<file path="config.mk">
export PLATFORM = sky130hd
export DESIGN_NAME = mc_recon
export DESIGN_NICKNAME = d
export VERILOG_FILES = /design/src/rtl/mc_recon.sv
export SDC_FILE = /design/constraint.sdc
export NUM_CORES = 1
export LEC_CHECK = 0
export CORE_UTILIZATION = 35
export DETAILED_ROUTE_END_ITERATION = 7
export PLACE_DENSITY = 0.57
export SLEW_MARGIN = 20
export SYNTH_ARGS = -nofsm -noshare
export SYNTH_HDL_FRONTEND = slang
export SYNTH_SLANG_ARGS = --single-unit
</file>
<file path="constraint.sdc">
create_clock -name clk -period 3.9 [get_ports clk]
set_input_delay 0.78 -clock clk [delete_from_list [all_inputs] [get_ports clk]]
set_output_delay 0.78 -clock clk [all_outputs]
set_load 0.02 [all_outputs]
</file>
<file path="src/rtl/mc_recon.sv">
// mc_recon: motion-compensated 4x4 block fetch from a streamed 8x8 reference area.
//   A two-cycle motion vector (x then y, signed 3-bit) selects the block origin
//   (row 2-y, col x+2). Only the 16 pixels inside the block are kept while the
//   64-pixel area streams in. The block is then emitted row-major over 16 cycles.
// Ports:
//   clk, rst           - clock, asynchronous active-high reset
//   vec_valid, vec_in  - motion vector component strobe / value
//   area_valid, in_data- reference area pixel strobe / value (raster order)
//   out_valid, out_data- predicted block pixel strobe / value (registered)
// Build option: define MC_CLAMP_EN to clamp out-of-range vector components to
//   +/-2; by default they are replaced by 0.
module mc_recon (
  input  logic       clk,
  input  logic       rst,
  input  logic       vec_valid,
  input  logic [2:0] vec_in,
  input  logic       area_valid,
  input  logic [7:0] in_data,
  output logic       out_valid,
  output logic [7:0] out_data
);

  localparam int unsigned VW   = 3;
  localparam int unsigned PW   = 8;
  localparam int unsigned KW   = 6;
  localparam int unsigned CW   = 4;
  localparam int unsigned NBLK = 16;

  typedef enum logic [2:0] {IDLE, VEC_Y, WAIT_AREA, LOAD, OUT} state_t;

  state_t          state_q, state_d;
  logic [VW-1:0]   x_q, x_d;
  logic [VW-1:0]   y_q, y_d;
  logic [KW-1:0]   k_q, k_d;
  logic [CW-1:0]   cnt_q, cnt_d;
  logic            out_valid_q, out_valid_d;
  logic [PW-1:0]   out_data_q, out_data_d;
  logic [PW-1:0]   blk_q [NBLK];

  logic [VW-1:0]   r0, c0, row, col, dr, dc;
  logic            in_blk;
  logic            wr_en;
  logic [CW-1:0]   wr_idx;
  logic [CW-1:0]   cnt_nxt;

  // Legal components (-2..2) pass through; -4, -3 and 3 are fixed up.
  function automatic logic [VW-1:0] fix_comp(input logic [VW-1:0] v);
    logic [VW-1:0] r;
    case (v)
`ifdef MC_CLAMP_EN
      3'b011:         r = 3'b010;
      3'b100, 3'b101: r = 3'b110;
`else
      3'b011, 3'b100, 3'b101: r = '0;
`endif
      default:        r = v;
    endcase
    return r;
  endfunction

  // Block window test for the current pixel index; modulo-8 arithmetic is
  // exact because the origin never exceeds 4.
  always_comb begin
    r0      = VW'(3'd2 - y_q);
    c0      = VW'(x_q + 3'd2);
    row     = k_q[5:3];
    col     = k_q[2:0];
    dr      = VW'(row - r0);
    dc      = VW'(col - c0);
    in_blk  = (row >= r0) && (dr < 3'd4) && (col >= c0) && (dc < 3'd4);
    wr_idx  = {dr[1:0], dc[1:0]};
    cnt_nxt = CW'(cnt_q + 4'd1);
  end

  // Next-state and output decode.
  always_comb begin
    state_d     = state_q;
    x_d         = x_q;
    y_d         = y_q;
    k_d         = k_q;
    cnt_d       = cnt_q;
    out_valid_d = 1'b0;
    out_data_d  = '0;
    wr_en       = 1'b0;
    case (state_q)
      IDLE: begin
        if (vec_valid) begin
          x_d     = fix_comp(vec_in);
          state_d = VEC_Y;
        end
      end
      VEC_Y: begin
        if (vec_valid) begin
          y_d     = fix_comp(vec_in);
          state_d = WAIT_AREA;
        end else begin
          x_d     = '0;
          state_d = IDLE;
        end
      end
      WAIT_AREA, LOAD: begin
        // k is 0 in WAIT_AREA, so the first pixel lands as pixel 0.
        if (area_valid) begin
          wr_en   = in_blk;
          k_d     = KW'(k_q + 6'd1);
          state_d = LOAD;
          if (k_q == 6'd63) begin
            // Block origin is captured well before pixel 63, so blk_q[0] is final.
            state_d     = OUT;
            cnt_d       = '0;
            out_valid_d = 1'b1;
            out_data_d  = blk_q[0];
          end
        end
      end
      OUT: begin
        if (cnt_q == 4'd15) begin
          cnt_d   = '0;
          state_d = IDLE;
        end else begin
          cnt_d       = cnt_nxt;
          out_valid_d = 1'b1;
          out_data_d  = blk_q[cnt_nxt];
        end
      end
      default: state_d = IDLE;
    endcase
  end

  // Control and output registers.
  always_ff @(posedge clk or posedge rst) begin
    if (rst) begin
      state_q     <= IDLE;
      x_q         <= '0;
      y_q         <= '0;
      k_q         <= '0;
      cnt_q       <= '0;
      out_valid_q <= 1'b0;
      out_data_q  <= '0;
    end else begin
      state_q     <= state_d;
      x_q         <= x_d;
      y_q         <= y_d;
      k_q         <= k_d;
      cnt_q       <= cnt_d;
      out_valid_q <= out_valid_d;
      out_data_q  <= out_data_d;
    end
  end

  // Block storage; always rewritten in full before being read out.
  always_ff @(posedge clk) begin
    if (wr_en) begin
      blk_q[wr_idx] <= in_data;
    end
  end

  assign out_valid = out_valid_q;
  assign out_data  = out_data_q;

endmodule

</file>
==> results.md <==
- Status: finished, violations left
- Violated checks: design-rule violations
- Routability cong.: 0.888
- Register bit count reported by yosys: 156
- Worst Setup End Kind: register
- Routed Antenna Nets: 0
- Synth top area cells: edfxtp_1 (59%), dfrtp_1 (11%), mux4_1 (4.4%), nand2_1 (4.0%), mux2i_1 (2.0%)
- Clk pwr share: between 30 and 40%
- Worst EP required: 4.22 ns
- Layout cell share with drive strength beyond 1: approximately 15%
- Crit-path cells: ha_2 -> mux4_1 -> mux2_2 -> a22oi_1 -> nand2_1
- Final #Nets: between 500 and 600
- Power share of the combinational group: a little under a third
- Slew margin rel.: 41.5%
- Crit-path max cell delay: ~0.8 ns
- Post-CTS Hold Buffers: 0
- Number of synthesized flops with an enable pin: roughly 130
- Top post-synthesis cells by count: edfxtp_1 (128), nand2_1 (69), dfrtp_1 (28)
- CTS Sinks: around 160
- Slew Limit Fails: 0
- First-pass GRT wire length: roughly 24000 um
- Pin count of the biggest net entering global routing: 27
- Peak Freq: around 380 MHz
- Slew at the pin closest to its max-slew limit: between 0.8 and 0.9 ns
- Initial antenna violation count: 0
- Via density per instance: ~5.4
- Int Power: ~3.6 mW
- Post-place setup slack: just under 1 ns
- Synth Area in Simple Gates: a little under an eighth
- Yosys cell types: 46
- Mapped cell area: between 6000 and 7000 um2
- CP arrival: 2.94 ns
- Initial DRC count: a little over 400
- Sequential element share of the synthesized area: 69.4%
- Cell Pwr Density: roughly 700 nW/um2
- Hold Path Cell Cnt: 2
- Initial core utilization: between 30% and 40%
- Detail Placement HPWL: between 10000 and 15000 um
- # H-tree levels: 4
- I/O Pins: 24
- Util after Layout: around 43%
- Placed Area: approximately 7000 um2
- Share of the synthesized area in the top cell type: between 50% and 60%
- Core Area: 18100 um2
- Cell with the most instances after synthesis: edfxtp_1
- Post-layout min period: 2.62 ns
- Crit path max-delay cell type: ha_2
- Die W: 139 um
- Reg clk slew, reported paths: approximately 0.07 ns
- PortBufs: 23
- Critical path class: register to register
- Type of element launching the critical path: register
- Area of the multi-input gates: about 1900 um2
- Psw: 1.82 mW
- Pwr Total: around 5.4 mW
- Drt pass-1 iters: 7
- Final worst-path setup slack: ~1.3 ns
- Mean Syn Cell Area: roughly 15 um2
- Vias: about 3900
- Setup TNS: 0 ns
- Share of power burned in registers: between 30% and 40%
- Finished Layout Cells: 722
- Total track usage: approximately 18%
- # Post-CTS Setup Buffers: 0
- XOR/XNOR Fraction of Synth Area: around 1.7%
- Die height: 139 um
- Final setup fails: 0
- Worst hold path type: register to register
- Final Cell Area: approximately 7800 um2
- Vias in the first global route: about 4000
- Worst-Skew Late Latency: around 0.43 ns
- Max-Cap Viols: 0
- Row cnt: 49
- Post-synth ARST share: around 18%
- CP max FO: 23
- Clk Tree Root Cell: clkbuf_16
- Mux contribution to synthesized area: just under 9%
- RSZ-0062 raised after global routing: no
- Routed len/inst: between 20 and 25 um
- Ys flop type: edfxtp_1
- Resize count post-CTS: 0
- Die footprint: approximately 19000 um2
- Compound-Gate Fraction of Synth Area: ~3.8%
- CTS Buffer Depth: 2
- Main combinational cell family by area after synthesis: simple AND/OR/NAND/NOR gates
- Leak: approximately 2.7 nW
- Final setup skew: around 0.01 ns
- Synth warnings: 0
- Filler instances: between 1500 and 2000
- Grt total ovfl: 0
- Worst IR drop on VDD: 0.000362 V
- Synthesized Nets: 462
- TritonCTS clock tree: done
- R2r worst-path depth: 5
- Post-Route WL: about 16000 um
- Antenna cells: 0
- Placed cell count: 690
- Crit share post-route: approximately 67%
- Switching Fraction: about 34%
- Number of remaining DRC errors: 4
- Cts bufs inserted: 17
- Final hold slack: about 0.52 ns
- Adder-cell share of the synthesized area: roughly 2.3%
- Synth area leader: edfxtp_1
- Register area: 4540 um2
- Area Growth Syn to Fin: 18.4%
- Fin. Hold Viols: 0
- Syn Inst Count: about 440
worst max-delay path: cells and delay by family, from the launching register on:
| kind | cells | cell delay, ns |
|---|---|---|
| AOI/OAI and AO/OA | 1 | 0.21 |
| muxes | 2 | 0.94 |
| and+or+nand+nor | 1 | 0.09 |
| DFF | 1 | 0.48 |
| adders and majority gates | 1 | 0.78 |
cells by family (layout without fill, tap and decap cells):
group           count (synthesis)  count (layout)
xor+xnor                       13              13
simple gates                  154             154
buf+inv                        32              89
mux                            35              35
fa+ha+maj                      11              11
compound gates                 35              35
flops                         156             156
state kept, by name, summed over array words and instances, names as in the netlist:
| name | cells |
|---|---|
| x_q | 3 |
| out_valid | 1 |
| blk_q | 128 |
| state_q | 3 |
| out_data | 8 |
| cnt_q | 4 |
| k_q | 6 |
| y_q | 3 |
layout by cell type (no fill, tap or decap), drive strengths merged, types with 2 or more instances in the layout:
cell type      count
clkdlybuf4s50     23
buf               23
fa                 2
xnor2             11
xor2               2
o21ai              8
dfrtp             28
or3b               2
edfxtp           128
a22oi              8
a21oi              3
bufinv             3
inv               14
nor2b              4
nand3b             3
nor2               7
mux2i             13
mux4              14
nand3             26
ha                 9
nand2             69
and2               2
nor3               2
mux2               8
nand4              9
clkinv             4
clkbuf            19
a32oi              8
nand2b             9
clkinvlp           3
nor4              16
or2                2
power by group through the flow:
stage               registers [mW]  clock network, mW  logic (mW)
floorplan                     2.02                  0        1.28
global placement              2.06                  0        1.66
detailed placement            2.06                  0        1.70
CTS                           2.03               1.71        1.71
global route                  2.05               1.78        1.85
finish                        2.03               1.68        1.71
area by class of cell:
type | instances | area share, %
clock inverter | 13 | 2.13
timing repair buffer | 46 | 5.20
clock buffer | 19 | 5.58
inverter | 11 | 0.533
multi-input combinational | 248 | 24.3
tap | 229 | 3.70
sequential | 156 | 58.6
path summary, 6_finish.rpt:
path                                to  startpoint  slack (ns)
min in group asynchronous  out_data[1]         rst        0.70
hold / removal                  x_q[0]      x_q[0]        0.52
setup / recovery           out_data[1]    cnt_q[0]        1.28
hold reg to reg                 x_q[0]      x_q[0]        0.52
setup reg to reg           out_data[1]    cnt_q[0]        1.28
max in group asynchronous  out_data[5]         rst        2.52
layer usage:
layer  vias to the layer above  wire [um]  GRT usage [%]
met5                         -          0              0
met4                         0        366           7.78
met3                        31        855           3.42
met2                       152       8140           29.5
met1                      1989       6840           22.9
li1                       1745          -              -
(Power assumes the default switching activity.)
==> variant, RTL diff (config.mk and constraints unchanged) <==
Add an input register stage for `vec_valid`, `vec_in`, `area_valid` and `in_data`, without a reset; this delays them by one clock.
--- a/src/rtl/mc_recon.sv
+++ b/src/rtl/mc_recon.sv
@@ -29,2 +29,14 @@
   typedef enum logic [2:0] {IDLE, VEC_Y, WAIT_AREA, LOAD, OUT} state_t;
+
+  logic vec_valid_q;
+  logic [2:0] vec_q;
+  logic area_valid_q;
+  logic [7:0] in_data_q;
+
+  always_ff @(posedge clk) begin
+    vec_valid_q  <= vec_valid;
+    vec_q        <= vec_in;
+    area_valid_q <= area_valid;
+    in_data_q    <= in_data;
+  end
 
@@ -86,4 +98,4 @@
       IDLE: begin
-        if (vec_valid) begin
-          x_d     = fix_comp(vec_in);
+        if (vec_valid_q) begin
+          x_d     = fix_comp(vec_q);
           state_d = VEC_Y;
@@ -92,4 +104,4 @@
       VEC_Y: begin
-        if (vec_valid) begin
-          y_d     = fix_comp(vec_in);
+        if (vec_valid_q) begin
+          y_d     = fix_comp(vec_q);
           state_d = WAIT_AREA;
@@ -102,3 +114,3 @@
         // k is 0 in WAIT_AREA, so the first pixel lands as pixel 0.
-        if (area_valid) begin
+        if (area_valid_q) begin
           wr_en   = in_blk;
@@ -153,3 +165,3 @@
     if (wr_en) begin
-      blk_q[wr_idx] <= in_data;
+      blk_q[wr_idx] <= in_data_q;
     end
Behaviour: same outputs for any inputs over 10 cycles, from zero or initial values and one cycle with rst high; that may be too few to reach the edited logic, so the function may still have changed.
==> variant against the original RTL <==
Synthesized area rose by 6.6%; sequential share of layout area rose by 0.44 points; largest power group unchanged; power fell by 12%; routed wire length fell by 13%; sequential cell count rose by 13; die area rose by 6.5%; setup slack got worse by 0.036 ns; fmax fell by 1.4%; largest cell class unchanged; cell area rose by 4.9%.
==> variant: results <==
export IMPL_syn_num_nets=436
export IMPL_internal_power_mw=3.28
export IMPL_synthAdderAreaFrac_pct=2.19
export IMPL_hold_path_depth=1
export IMPL_r2r_cells=8
export IMPL_pre_cts_ws_ns=1.25
export IMPL_met3_usage_pct=3.79
export IMPL_synth_commonest_cells="128 x edfxtp_1, 40 x mux2i_1, 32 x nor3_1"
export IMPL_synth_xor_area_share_pct=1.77
export IMPL_drive_gt1_share_pct=17.1
export IMPL_status="finished clean"
export IMPL_p_leak_nw=2.74
export IMPL_wl_per_cell_um=19.1
export IMPL_drtIter0Drc=210
export IMPL_synth_compound_area_share_pct=3.23
export IMPL_first_pass_iters=5
export IMPL_use_met1_pct=20.9
export IMPL_grt_max_degree=39
export IMPL_pwr_share_clk_pct=32.4
export IMPL_clock_skew_ns=0.0155
export IMPL_slowest_delay_ns=0.50
export IMPL_synth_async_reset_ratio_pct=16.6
export IMPL_seq_area_frac_synth_pct=68.8
export IMPL_slew_limit_headroom_pct=33.4
export IMPL_grt_pass1_wl_mm=21.8
export IMPL_powerComb_mw=1.05
export IMPL_path_delay_family="simple AND/OR/NAND/NOR gates"
export IMPL_met1_length_mm=6.81
-- variant: cell families (layout without fill, tap and decap cells) --
group	after synthesis	in the layout
compound gates	32	32
simple gates	90	90
buf+inv	27	86
flops	169	169
mux	69	69
fa+ha+maj	11	11
xor+xnor	12	12
-- variant: final timing paths --
kind,slack [ns],end,startpoint
min in group asynchronous,0.76,state_q[1],rst
worst max-delay path,1.24,blk_q[6][5],y_q[0]
worst max register to register,1.24,blk_q[6][5],y_q[0]
worst min register to register,0.49,out_data[7],blk_q[0][7]
worst min-delay path,0.49,out_data[7],blk_q[0][7]
max in group asynchronous,2.85,y_q[2],rst
-- variant: area by class of cell --
class | count | area [um2]
Fill cell | 1777 | 11400
Sequential cell | 169 | 4800
Multi-Input combinational cell | 214 | 2020
Clock buffer | 19 | 433
Timing Repair Buffer | 45 | 408
Tap cell | 265 | 332
Clock inverter | 13 | 108
Inverter | 9 | 33.8
